[config.mk]
export PLATFORM = sky130hd
export DESIGN_NAME = game_move_sequencer
export DESIGN_NICKNAME = d
export VERILOG_FILES = /design/src/rtl/game_move_sequencer.sv
export SDC_FILE = /design/constraint.sdc
export NUM_CORES = 1
export LEC_CHECK = 0
export CORE_MARGIN = 2
export CORE_UTILIZATION = 48
export DETAILED_ROUTE_END_ITERATION = 16
export GPL_TIMING_DRIVEN = 0
export PLACE_DENSITY = 0.79
export SYNTH_ARGS = -nofsm -noshare
export SYNTH_HDL_FRONTEND = slang
export SYNTH_SLANG_ARGS = --single-unit
[constraint.sdc]
create_clock -name clk -period 2.4 [get_ports clk]
set_clock_uncertainty 0.15 [all_clocks]
set_input_delay 0.36 -clock clk [delete_from_list [all_inputs] [get_ports clk]]
set_output_delay 0.36 -clock clk [all_outputs]
set_load 0.005 [all_outputs]
[src/rtl/game_move_sequencer.sv]
// game_move_sequencer: buffers player moves in a small FIFO and replays each
// one onto the game's per-player buses with a setup cycle, a strobe pulse and
// a recovery gap, then checks the game state for a loser.
module game_move_sequencer #(
    parameter int DEPTH     = 4,
    parameter int PULSE_LEN = 2,
    parameter int GAP_LEN   = 2
) (
    input  logic       clk,
    input  logic       reset_n,
    input  logic       move_valid,
    input  logic [2:0] move_player,
    input  logic [2:0] move_code,
    output logic       move_ready,
    input  logic       restart,
    input  logic [3:0] state_out,
    output logic [2:0] player1,
    output logic [2:0] player2,
    output logic [2:0] player3,
    output logic [2:0] player4,
    output logic [2:0] player5,
    output logic [2:0] player6,
    output logic [5:0] player_clk,
    output logic       busy,
    output logic       game_over,
    output logic [2:0] loser,
    output logic       bad_move,
    output logic [7:0] moves_sent
);

    localparam int AW   = $clog2(DEPTH);
    localparam int CW   = AW + 1;
    localparam int TMAX = (PULSE_LEN > GAP_LEN) ? PULSE_LEN : GAP_LEN;
    localparam int TW   = $clog2(TMAX + 1);
    localparam logic [CW-1:0] FULL = CW'(DEPTH);

    typedef enum logic [2:0] {
        S_IDLE,
        S_SETUP,
        S_PULSE,
        S_RECOVER,
        S_DONE
    } state_t;

    state_t          r_state;
    state_t          w_state_nxt;
    logic            w_pop;
    logic            w_push;
    logic            w_push_ok;
    logic            w_push_bad;
    logic            w_flush;
    logic [5:0]      w_head;

    logic [5:0]      r_mem [DEPTH];
    logic [AW-1:0]   r_wptr;
    logic [AW-1:0]   r_rptr;
    logic [CW-1:0]   r_count;
    logic [TW-1:0]   r_tmr;
    logic [2:0]      r_cur_player;
    logic [2:0]      r_bus [6];
    logic [5:0]      r_pclk;
    logic            r_busy;
    logic            r_game_over;
    logic [2:0]      r_loser;
    logic            r_bad_move;
    logic [7:0]      r_moves_sent;

    // Saturating strobe counter increment.
    function automatic logic [7:0] sat_inc(input logic [7:0] v);
        return (v == 8'hFF) ? v : v + 8'd1;
    endfunction

    // One-hot strobe for a player index 1..6; anything else yields no strobe.
    function automatic logic [5:0] strobe_of(input logic [2:0] p);
        case (p)
            3'd1:    return 6'b000001;
            3'd2:    return 6'b000010;
            3'd3:    return 6'b000100;
            3'd4:    return 6'b001000;
            3'd5:    return 6'b010000;
            3'd6:    return 6'b100000;
            default: return 6'b000000;
        endcase
    endfunction

    assign move_ready = (r_count < FULL) & ~r_game_over;
    assign w_push     = move_valid & move_ready;
    assign w_push_bad = w_push & ((move_player == 3'd0) | (move_player == 3'd7));
    assign w_push_ok  = w_push & ~w_push_bad;
    assign w_head     = r_mem[r_rptr];
    assign w_flush    = (r_state == S_RECOVER) & (w_state_nxt == S_DONE);

    assign player1    = r_bus[0];
    assign player2    = r_bus[1];
    assign player3    = r_bus[2];
    assign player4    = r_bus[3];
    assign player5    = r_bus[4];
    assign player6    = r_bus[5];
    assign player_clk = r_pclk;
    assign busy       = r_busy;
    assign game_over  = r_game_over;
    assign loser      = r_loser;
    assign bad_move   = r_bad_move;
    assign moves_sent = r_moves_sent;

    // Next-state logic: sequence setup/pulse/recover per move; restart always wins.
    always_comb begin
        w_state_nxt = r_state;
        w_pop       = 1'b0;
        case (r_state)
            S_IDLE: begin
                if (r_count != '0) begin
                    w_pop       = 1'b1;
                    w_state_nxt = S_SETUP;
                end
            end
            S_SETUP:   w_state_nxt = S_PULSE;
            S_PULSE:   if (r_tmr == '0) w_state_nxt = S_RECOVER;
            S_RECOVER: if (r_tmr == '0) w_state_nxt = state_out[3] ? S_DONE : S_IDLE;
            S_DONE:    w_state_nxt = S_DONE;
            default:   w_state_nxt = S_IDLE;
        endcase
        if (restart) begin
            w_state_nxt = S_IDLE;
            w_pop       = 1'b0;
        end
    end

    // State register.
    always_ff @(posedge clk) begin
        if (!reset_n) r_state <= S_IDLE;
        else          r_state <= w_state_nxt;
    end

    // Phase timer: loaded on entry to PULSE and RECOVER, counts down to zero.
    always_ff @(posedge clk) begin
        if (!reset_n) begin
            r_tmr <= '0;
        end else if (r_state == S_SETUP && w_state_nxt == S_PULSE) begin
            r_tmr <= TW'(PULSE_LEN - 1);
        end else if (r_state == S_PULSE && w_state_nxt == S_RECOVER) begin
            r_tmr <= TW'(GAP_LEN - 1);
        end else if (r_tmr != '0) begin
            r_tmr <= r_tmr - TW'(1);
        end
    end

    // FIFO storage; only valid player indices are written.
    always_ff @(posedge clk) begin
        if (w_push_ok) r_mem[r_wptr] <= {move_player, move_code};
    end

    // FIFO pointers and occupancy; restart and loser detection flush everything.
    always_ff @(posedge clk) begin
        if (!reset_n || restart || w_flush) begin
            r_wptr  <= '0;
            r_rptr  <= '0;
            r_count <= '0;
        end else begin
            if (w_push_ok) r_wptr <= r_wptr + AW'(1);
            if (w_pop)     r_rptr <= r_rptr + AW'(1);
            r_count <= r_count + CW'(w_push_ok) - CW'(w_pop);
        end
    end

    // Registered outputs: bus, strobe, status and counters follow the phase.
    always_ff @(posedge clk) begin
        if (!reset_n || restart) begin
            for (int k = 0; k < 6; k++) r_bus[k] <= 3'd0;
            r_pclk       <= 6'd0;
            r_busy       <= 1'b0;
            r_game_over  <= 1'b0;
            r_loser      <= 3'd0;
            r_bad_move   <= 1'b0;
            r_moves_sent <= 8'd0;
            r_cur_player <= 3'd0;
        end else begin
            r_bad_move <= w_push_bad;
            r_busy     <= (w_state_nxt == S_SETUP) || (w_state_nxt == S_PULSE) ||
                          (w_state_nxt == S_RECOVER);
            case (r_state)
                S_IDLE: begin
                    if (w_pop) begin
                        r_cur_player <= w_head[5:3];
                        for (int k = 0; k < 6; k++)
                            r_bus[k] <= (w_head[5:3] == 3'(k + 1)) ? w_head[2:0] : 3'd0;
                    end
                end
                S_SETUP: begin
                    r_pclk       <= strobe_of(r_cur_player);
                    r_moves_sent <= sat_inc(r_moves_sent);
                end
                S_PULSE: begin
                    if (r_tmr == '0) r_pclk <= 6'd0;
                end
                S_RECOVER: begin
                    if (r_tmr == '0) begin
                        for (int k = 0; k < 6; k++) r_bus[k] <= 3'd0;
                        if (state_out[3]) begin
                            r_game_over <= 1'b1;
                            r_loser     <= state_out[2:0];
                        end
                    end
                end
                default: begin
                end
            endcase
        end
    end

endmodule

==> impl_results.md <==
- Outcome: completed
- H-tree depth: 3
- Yosys reg bits: 79
- Gpl congestion: between 0.8 and 0.9
- Clock sink count: 79
- CP startpoint kind: flip-flop
- Antenna diodes: 0
- CP max stage delay: approximately 0.42 ns
- Reg2reg end: r_count[2]
- TritonCTS clock tree: yes
- Worst slew pin tran: 0.616 ns
- Pwr dens: approximately 710 mW/mm²
- Number of flops mapped to enable cells by yosys: 42
- Design area: between 0.004 and 0.005 mm²
- Largest area contributor in the netlist: edfxtp_1
- MaxCap Viol Count: 0
- Reg2reg setup slack: 0.09 ns
- Overall power: approximately 0.0030 W
- IO Count: between 50 and 60
- Antenna viol nets, final: 0
- Placed Cells: about 430
- Tmin final: around 2.3 ns
- Final Non-Filler Cells: 444
- Stages on worst setup path: 8
- Slew Viols, Final: 0
- Synth top area share: between 30% and 40%
- Warnings from Yosys: 0
- Place WS: -0.404 ns
- Fraction of layout cells with a size suffix above 1: around a tenth
- Fin crit share: between 90% and 100%
- Die width: between 80 and 90 µm
- Post-synth cell types: 45
- Cell Rows: 30
- CP delay by family, top: adder cells
- Worst-path clk slew: approximately 0.080 ns
- Worst r2r path cells: 8
- Worst setup path startpoint: r_count[2]
- FMAX: roughly 0.43 GHz
- Clock Latency Late Sink: 0.34 ns
- Synth Net Count: about 310
- Worst Hold Class: reg -> reg
- Crit Path Class: reg -> reg
- Buf/Inv on CP: 1
- Die height: 88.1 µm
- Hold Fails Final Rpt: 0
- First-pass GRT wire length: slightly above 10,000 µm
- Pin count of the biggest net entering global routing: 16
- Area Overhead vs Synth: 24.8%
- Via density: 5.22
- Avg Inst Size Synth: roughly 12 µm²
- Mapped Area: 0.00339 mm²
- Crit. End Element: flip-flop
- Reg-to-reg critical path startpoint: r_count[2]
- CP most frequent cell: ha_1
- DRC errors left: 0
- Gr usage total: approximately 17%
- Layout Utilization: between 60 and 70%
- Drt total wl: roughly 6400 µm
- Core box area: 0.00683 mm²
- NumNets Final: roughly 370
- Post-CTS setup buffers: 0
- Fraction of registers with async set/reset: 0%
- Worst-path cell chain: or3_4 > and3_4 > ha_1 > inv_1 > ha_1 > fa_1 > xnor2_1 > nor2_1
- Vias: 2,319
- Initial Util: roughly 50%
- CP max stage cell: or3_4
- Share of the yosys chip area belonging to registers: between 50% and 60%
- Critical path endpoint: r_count[2]
- Total gr overflow: 0
- Final WS setup: 0.0931 ns
- Wirelength per Cell: about 14 µm
- Dpl hpwl: ~4600 µm
- Fill cells: about 570
- Leak: approximately 1.5 nW
- Cells after Synth: around 280
- Peak VDD IR: between 0.3 and 0.4 mV
- Crit path required time: about 2.5 ns
- Top cells by count, synth: 42 x edfxtp_1, 42 x nor2_1, 37 x dfxtp_1
- Top cells by area, synth: edfxtp_1 37%, dfxtp_1 22%, nor2_1 4.6%, mux2i_1 4.1%, ha_1 3.3%
- Die area: around 0.0078 mm²
- Relative slew margins: 58.8%
- Initial antenna violation count: 0
- PortBufs: 52
- Initial drt markers: 90
- Longest Clk Path Bufs: 2
- Finish-stage setup viols: 0
- First-pass detailed-route iteration total: 4
- Top_reg_cell synth: edfxtp_1
- Vias in the first global route: 2,184
- Placed standard-cell area: 0.00403 mm²
- CP Data Arrival Time: 2.38 ns
- CP max FO: 6
- Unrepaired setup endpoints after global routing: false
- Total CTS buffers: 9
- Root buffer cell: clkbuf_8
-- state kept, by name (all words and copies together) (netlist names), named ones only --
name	cells
r_cur_player	3
player_clk	6
r_wptr	2
game_over	1
r_state	3
r_count	3
bad_move	1
moves_sent	8
r_rptr	2
r_mem	24
r_bus	18
r_tmr	2
busy	1
loser	3
-- final cells by class --
type,count,area [µm²],area share (%)
clock inverters,7,72.6,1.71
well taps,96,120,2.84
multi-input cells,186,1330,31.4
clock buffers,9,124,2.93
flip-flops and latches,79,2010,47.4
inverters,10,37.5,0.887
repair buffers,52,518,12.2
plain buffers,5,27.5,0.650
-- metal layers --
| metal | global-route usage, % | routed length, µm | vias up |
|---|---|---|---|
| met3 | 3.20 | 279 | 14 |
| met2 | 28.2 | 3150 | 74 |
| li1 | - | - | 1142 |
| met1 | 22.2 | 2860 | 1089 |
| met4 | 9.64 | 138 | 0 |
| met5 | 0 | 0 | - |
-- layout by cell type, fill, tap and decap left out, drive strengths merged, types with 6 or more instances in the layout --
cell           Yosys  layout
clkdlybuf4s50      0      50
mux2i             14      14
ha                 9       9
nand2             13      13
dfxtp             37      37
o21ai             10      10
and2              16      16
clkbuf             8      13
xnor2              6       6
nor2              42      42
inv               10      11
edfxtp            42      42
a21oi              7       7
nand3              7       7
-- how the worst min path moves through the flow --
stage | startpoint | to | slack [ns] | cells past startpoint
2_1_floorplan | player_clk[2] | player_clk[2] | 0.30 | 2
3_3_place_gp | player_clk[2] | player_clk[2] | 0.29 | 2
3_5_place_dp | player_clk[2] | player_clk[2] | 0.30 | 2
4_1_cts | move_player[0] | r_mem[0][3] | 0.30 | 1
5_1_grt | player_clk[2] | player_clk[2] | 0.33 | 2
6_report | player_clk[2] | player_clk[2] | 0.31 | 2
-- worst register-to-register path, cell delays in order (launching register included) --
cell     delay (ns)
dfxtp_1        0.34
or3_4          0.42
and3_4         0.18
ha_1           0.27
inv_1          0.04
ha_1           0.19
fa_1           0.39
xnor2_1        0.17
nor2_1         0.06
-- power breakdown --
part / leakage, nW / internal [W] / total (W) / switching (W)
combinational: 0.681 / 0.000236 / 0.000479 / 0.000243
clock: 0.0972 / 0.000482 / 0.000963 / 0.000481
sequential: 0.723 / 0.00151 / 0.00155 / 0.0000450
total: 1.50 / 0.00223 / 0.00299 / 0.000769
-- cells by family after synthesis --
group / share of synthesized area [%]
AND/OR/NAND/NOR: 19.0
flip-flops: 59.0
AO/OA/AOI/OAI: 5.57
multiplexers: 7.34
buffers and inverters: 2.32
XOR/XNOR: 2.84
adder cells (fa/ha/maj): 3.91
-- per-stage QoR --
step           setup TNS, ns  hold WS, ns
2_1_floorplan              0        0.298
3_3_place_gp           -7.49        0.291
3_5_place_dp           -8.90        0.296
4_1_cts                    0        0.301
5_1_grt                    0        0.335
6_report                   0        0.314
-- repair_timing --
item                       4_1_cts  5_1_grt
hold buffers                     0        0
hold endpoints to repair         0        0
pin swaps                        0        2
resized for setup                4        7
setup endpoints to repair       17        5
gates cloned                     0        0
Power figures use the tool's default switching activity.
